## src/rtl/dpu_sched.sv

```systemverilog
// Two-requester round-robin scheduler for a shared DPU: registers the granted
// command onto the DPU inputs, waits SETTLE cycles, then returns the sampled result.
module dpu_sched #(
    parameter int SETTLE = 2
) (
    input  logic        clk,
    input  logic        rst_n,
    input  logic        req0_valid,
    input  logic        req1_valid,
    output logic        req0_ready,
    output logic        req1_ready,
    input  logic [12:0] req0_cmd,
    input  logic [12:0] req1_cmd,
    output logic [15:0] dpu_din,
    output logic [1:0]  dpu_dsel,
    input  logic [7:0]  dpu_dout,
    input  logic [6:0]  dpu_seg,
    output logic        rsp_valid,
    input  logic        rsp_ready,
    output logic        rsp_id,
    output logic [7:0]  rsp_data,
    output logic [6:0]  rsp_seg,
    output logic        busy,
    output logic [1:0]  dbg_state
);

    // Handshakes: a transfer happens on a rising edge where valid && ready are
    // both high; ready never depends on anything but state, valids and last grant.

    typedef enum logic [1:0] {
        S_IDLE   = 2'd0,
        S_ISSUE  = 2'd1,
        S_SETTLE = 2'd2,
        S_RESP   = 2'd3
    } state_t;

    localparam logic [3:0] SETTLE_LOAD = 4'(SETTLE - 1);

    state_t      state;
    state_t      state_nxt;
    logic [3:0]  cnt;
    logic        last_grant;
    logic        winner;
    logic        accept;
    logic [12:0] win_cmd;

    // Round-robin: on a tie the requester not granted last time wins.
    always_comb begin
        if (req0_valid && req1_valid) begin
            winner = ~last_grant;
        end else begin
            winner = req1_valid;
        end
        req0_ready = (state == S_IDLE) && req0_valid && !winner;
        req1_ready = (state == S_IDLE) && req1_valid && winner;
        accept     = req0_ready || req1_ready;
        win_cmd    = winner ? req1_cmd : req0_cmd;
    end

    always_comb begin
        state_nxt = state;
        case (state)
            S_IDLE:   if (accept) state_nxt = S_ISSUE;
            S_ISSUE:  state_nxt = S_SETTLE;
            S_SETTLE: if (cnt == 4'd0) state_nxt = S_RESP;
            S_RESP:   if (rsp_ready) state_nxt = S_IDLE;
            default:  state_nxt = S_IDLE;
        endcase
    end

    always_ff @(posedge clk or negedge rst_n) begin
        if (!rst_n) begin
            state      <= S_IDLE;
            cnt        <= 4'd0;
            dpu_din    <= 16'd0;
            dpu_dsel   <= 2'd0;
            rsp_valid  <= 1'b0;
            rsp_id     <= 1'b0;
            rsp_data   <= 8'd0;
            rsp_seg    <= 7'd0;
            last_grant <= 1'b1;
        end else begin
            state <= state_nxt;
            if (accept) begin
                dpu_din    <= {5'b0, win_cmd[10:0]};
                dpu_dsel   <= win_cmd[12:11];
                rsp_id     <= winner;
                last_grant <= winner;
            end
            if (state == S_ISSUE) begin
                cnt <= SETTLE_LOAD;
            end
            if (state == S_SETTLE) begin
                if (cnt == 4'd0) begin
                    rsp_data  <= dpu_dout;
                    rsp_seg   <= dpu_seg;
                    rsp_valid <= 1'b1;
                end else begin
                    cnt <= cnt - 4'd1;
                end
            end
            if (state == S_RESP && rsp_ready) begin
                rsp_valid <= 1'b0;
            end
        end
    end

    assign busy      = (state != S_IDLE);
    assign dbg_state = state;

endmodule

```

## config.mk

```make
export PLATFORM = sky130hd
export DESIGN_NAME = dpu_sched
export DESIGN_NICKNAME = d
export VERILOG_FILES = /design/src/rtl/dpu_sched.sv
export SDC_FILE = /design/constraint.sdc
export NUM_CORES = 1
export LEC_CHECK = 0
export ABC_AREA = 1
export CORE_ASPECT_RATIO = 0.75
export CORE_MARGIN = 2
export CORE_UTILIZATION = 44
export DETAILED_ROUTE_END_ITERATION = 8
export PLACE_DENSITY = 0.82
export SYNTH_ARGS = -nofsm -noshare
export SYNTH_HDL_FRONTEND = slang
export SYNTH_SLANG_ARGS = --single-unit
export TNS_END_PERCENT = 100
```

## constraint.sdc

```tcl
create_clock -name clk -period 2.3 [get_ports clk]
set_clock_uncertainty 0.15 [all_clocks]
set_input_delay 0.46 -clock clk [delete_from_list [all_inputs] [get_ports clk]]
set_output_delay 0.46 -clock clk [all_outputs]
set_load 0.02 [all_outputs]
```

==> metrics.md <==
| Metric | Value |
|---|---|
| Total Wirelength | 4.176 mm |
| Inst Count DP | 359 |
| Largest net degree at the start of global routing | 38 |
| Fin. Hold Viols | 0 |
| Startpoint Class | primary input |
| CTS H-Tree Depth | 2 |
| Total CTS buffers | 5 |
| Horiz. Die Dim | 78.73 um |
| Syn Area/Cell | just over 8 um^2 |
| Hold Crit Class | primary input to asynchronous set/reset pin |
| Cts hold-fix bufs | 0 |
| VDD IR-drop max | around 0.84 mV |
| Routed wl met2 | approximately 1.9 mm |
| Sequential-to-total area share from yosys stat | a little over 50% |
| Static Leakage | 1.387 nW |
| TritonCTS clock tree | built |
| Overall via count from detail_route | roughly 1.7k |
| Top sig layer | met4 |
| First-pass GRT wire length | roughly 6.7 mm |
| Antenna violations before repair | 0 |
| Die extent in y | 60.05 um |
| Core box area | 4029 um^2 |
| Worst EP required | approximately 1.7 ns |
| All-layer global routing usage | 18.52% |
| RSZ-0062 raised after global routing | no |
| DRC Markers | 0 |
| Starting Density | between 40% and 50% |
| Clk buf depth | 2 |
| Number of max-cap violations | 0 |
| Met1 WL | ~2.0 mm |
| Total die area | ~4700 um^2 |
| Worst slew pin tran | ~0.78 ns |
| Worst r2r src | dbg_state[1] |
| Clk sinks | 37 |
| CP arrival | between 1.5 and 2 ns |
| Layout cells sized above 1 | under 10% |
| Clock-pin slew on the worst setup and hold paths | around 0.070 ns |
| Num rows | 20 |
| I/O pins | between 80 and 90 |
| Outcome | complete, no violations |
| WL/cell | 11.38 um |
| Drt pass-1 iters | 4 |
| DPL Wire Length | around 3.2 mm |
| Slew Limit Headroom | slightly below 50% |
| Syn-to-layout area delta | 50.44% |
| Core Util, Final | just under 70% |
| First-iteration detailed-routing DRC count | 26 |
| CP Class | primary input to primary output |
| Reg2reg path depth | 6 |
| Yosys warnings | 0 |
| Netlist cell types | 25 |
| Met3 wire length | ~250 um |
| Worst skew pair latency | 0.28 ns |
| ANT nets after route | 0 |
| Via-to-Cell Ratio | between 4 and 5 |
| Tcrit/Tclk final | slightly below 100% |
| RR Endpoint | rsp_data[6] |
| Vias in the first global route | between 1.5k and 2k |
| Tmin final | ~2.2 ns |
| Setup Viol. Count Final | 0 |
| Nets | ~360 |
| Synthesized area | between 1500 and 2000 um^2 |
| Max Fclk | between 400 and 500 MHz |
| Ant. Diodes | 0 |
| Critical Path Fanout Max | 3 |
| Root buffer cell | clkbuf_8 |
| Slack of the worst reg-to-reg path | around 0.53 ns |
| Setup TNS | 0 ns |
| Layout Cells excl Fill | 367 |
| PwrDens | 1308 nW/um^2 |
| Final Wtd Congestion | approximately 0.76 |
| Number of synthesized register bits | 37 |
| Slew Limit Fails | 0 |
| Worst setup EP type | primary output |
| Residual overflow from global routing | 0 |
| Port Buf Inserts | 80 |
| Gate count after technology mapping | 223 |
per-layer routing:
metal	up-vias	GRT usage, %
met5	-	0
met4	0	8.271
met3	8	3.927
met2	55	30.16
met1	778	24.29
li1	867	-
cells by family after synthesis:
logic type	share of synthesized area, %
simple gates	24.78
buf+inv	11.54
flops	50.31
compound gates	9.097
fa+ha+maj	4.073
other cells	0.2035
placed cells by master (no fill, tap or decap), drive strengths merged:
master	synthesis	routed
dfrtp	36	36
nand4	3	3
a21oi	1	1
clkdlybuf4s50	0	77
ha	6	6
nand3b	1	1
a22oi	1	1
dfstp	1	1
buf	13	11
dlygate4sd2	0	1
o21ai	29	29
or2	1	1
o22ai	1	1
nor3	1	1
nand3	20	20
clkdlybuf4s15	0	1
nand2	75	75
conb	1	5
clkbuf	0	8
inv	29	29
nor2	4	4
state kept, by name, summed over array words and instances, names as in the netlist:
| name | cells |
|---|---|
| rsp_id | 1 |
| rsp_valid | 1 |
| dpu_din | 11 |
| rsp_seg | 7 |
| cnt | 4 |
| dpu_dsel | 2 |
| rsp_data | 8 |
| last_grant | 1 |
| dbg_state | 2 |
worst max path at each step:
stage / to / slack (ns) / cells after the start / startpoint
2_1_floorplan: req0_ready / 0.21 / 4 / dbg_state[0]
3_3_place_gp: req0_ready / -0.19 / 6 / req0_valid
3_5_place_dp: req0_ready / -0.23 / 6 / req0_valid
4_1_cts: req0_ready / 0.04 / 6 / req0_valid
5_1_grt: req0_ready / 0.008 / 6 / req0_valid
6_report: req0_ready / 0.07 / 6 / req0_valid
layout make-up:
class	count	area, um^2
timing repair buffer	90	869.6
tap	55	68.82
multi-input combinational	148	718.2
inverter	29	108.9
clock buffer	8	80.08
fill	345	1256
sequential	37	927.1
cell usage after synthesis, drive strengths merged:
cell type / count / area [um^2]
buf: 13 / 103.9
conb: 1 / 3.750
ha: 6 / 75.07
nand3: 20 / 100.1
nor3: 1 / 5.000
or2: 1 / 6.260
a22oi: 1 / 7.510
inv: 29 / 108.9
a21oi: 1 / 5.000
nand2: 75 / 296.5
nand3b: 1 / 7.510
nor2: 4 / 22.52
o21ai: 29 / 148.9
o22ai: 1 / 6.260
nand4: 3 / 18.77
dfstp: 1 / 26.28
dfrtp: 36 / 900.9
metrics by stage:
| step | hold WS [ns] | power [mW] | cell area, um^2 | worst slack [ns] |
|---|---|---|---|---|
| 2_1_floorplan | 0.01441 | 2.328 | 1858 | 0.2142 |
| 3_3_place_gp | 0.3035 | 3.174 | 2694 | -0.1944 |
| 3_5_place_dp | 0.3080 | 3.232 | 2694 | -0.2256 |
| 4_1_cts | 0.1337 | 3.660 | 2771 | 0.04261 |
| 5_1_grt | 0.1835 | 3.904 | 2773 | 0.007650 |
| 6_report | 0.09723 | 3.627 | 2773 | 0.07314 |
worst max-delay path, cell delays in order:
cell and delay (ns):
clkdlybuf4s50_1 0.50, nand2_1 0.08, nand2_2 0.06, inv_1 0.05, nor3_1 0.13, clkdlybuf4s15_1 0.33
what timing repair did:
action / 4_1_cts / 5_1_grt
setup buffers: 0 / 0
gates cloned: 0 / 0
gates resized for setup: 2 / 1
endpoints found under the setup margin: 2 / 1
power breakdown:
group	switching [mW]	leakage (nW)	internal, mW
clock	0.206	0.0395	0.215
sequential	0.186	0.449	0.983
combinational	1.12	0.899	0.917
total	1.51	1.39	2.12
No activity file was read; power rests on OpenSTA's default activity.
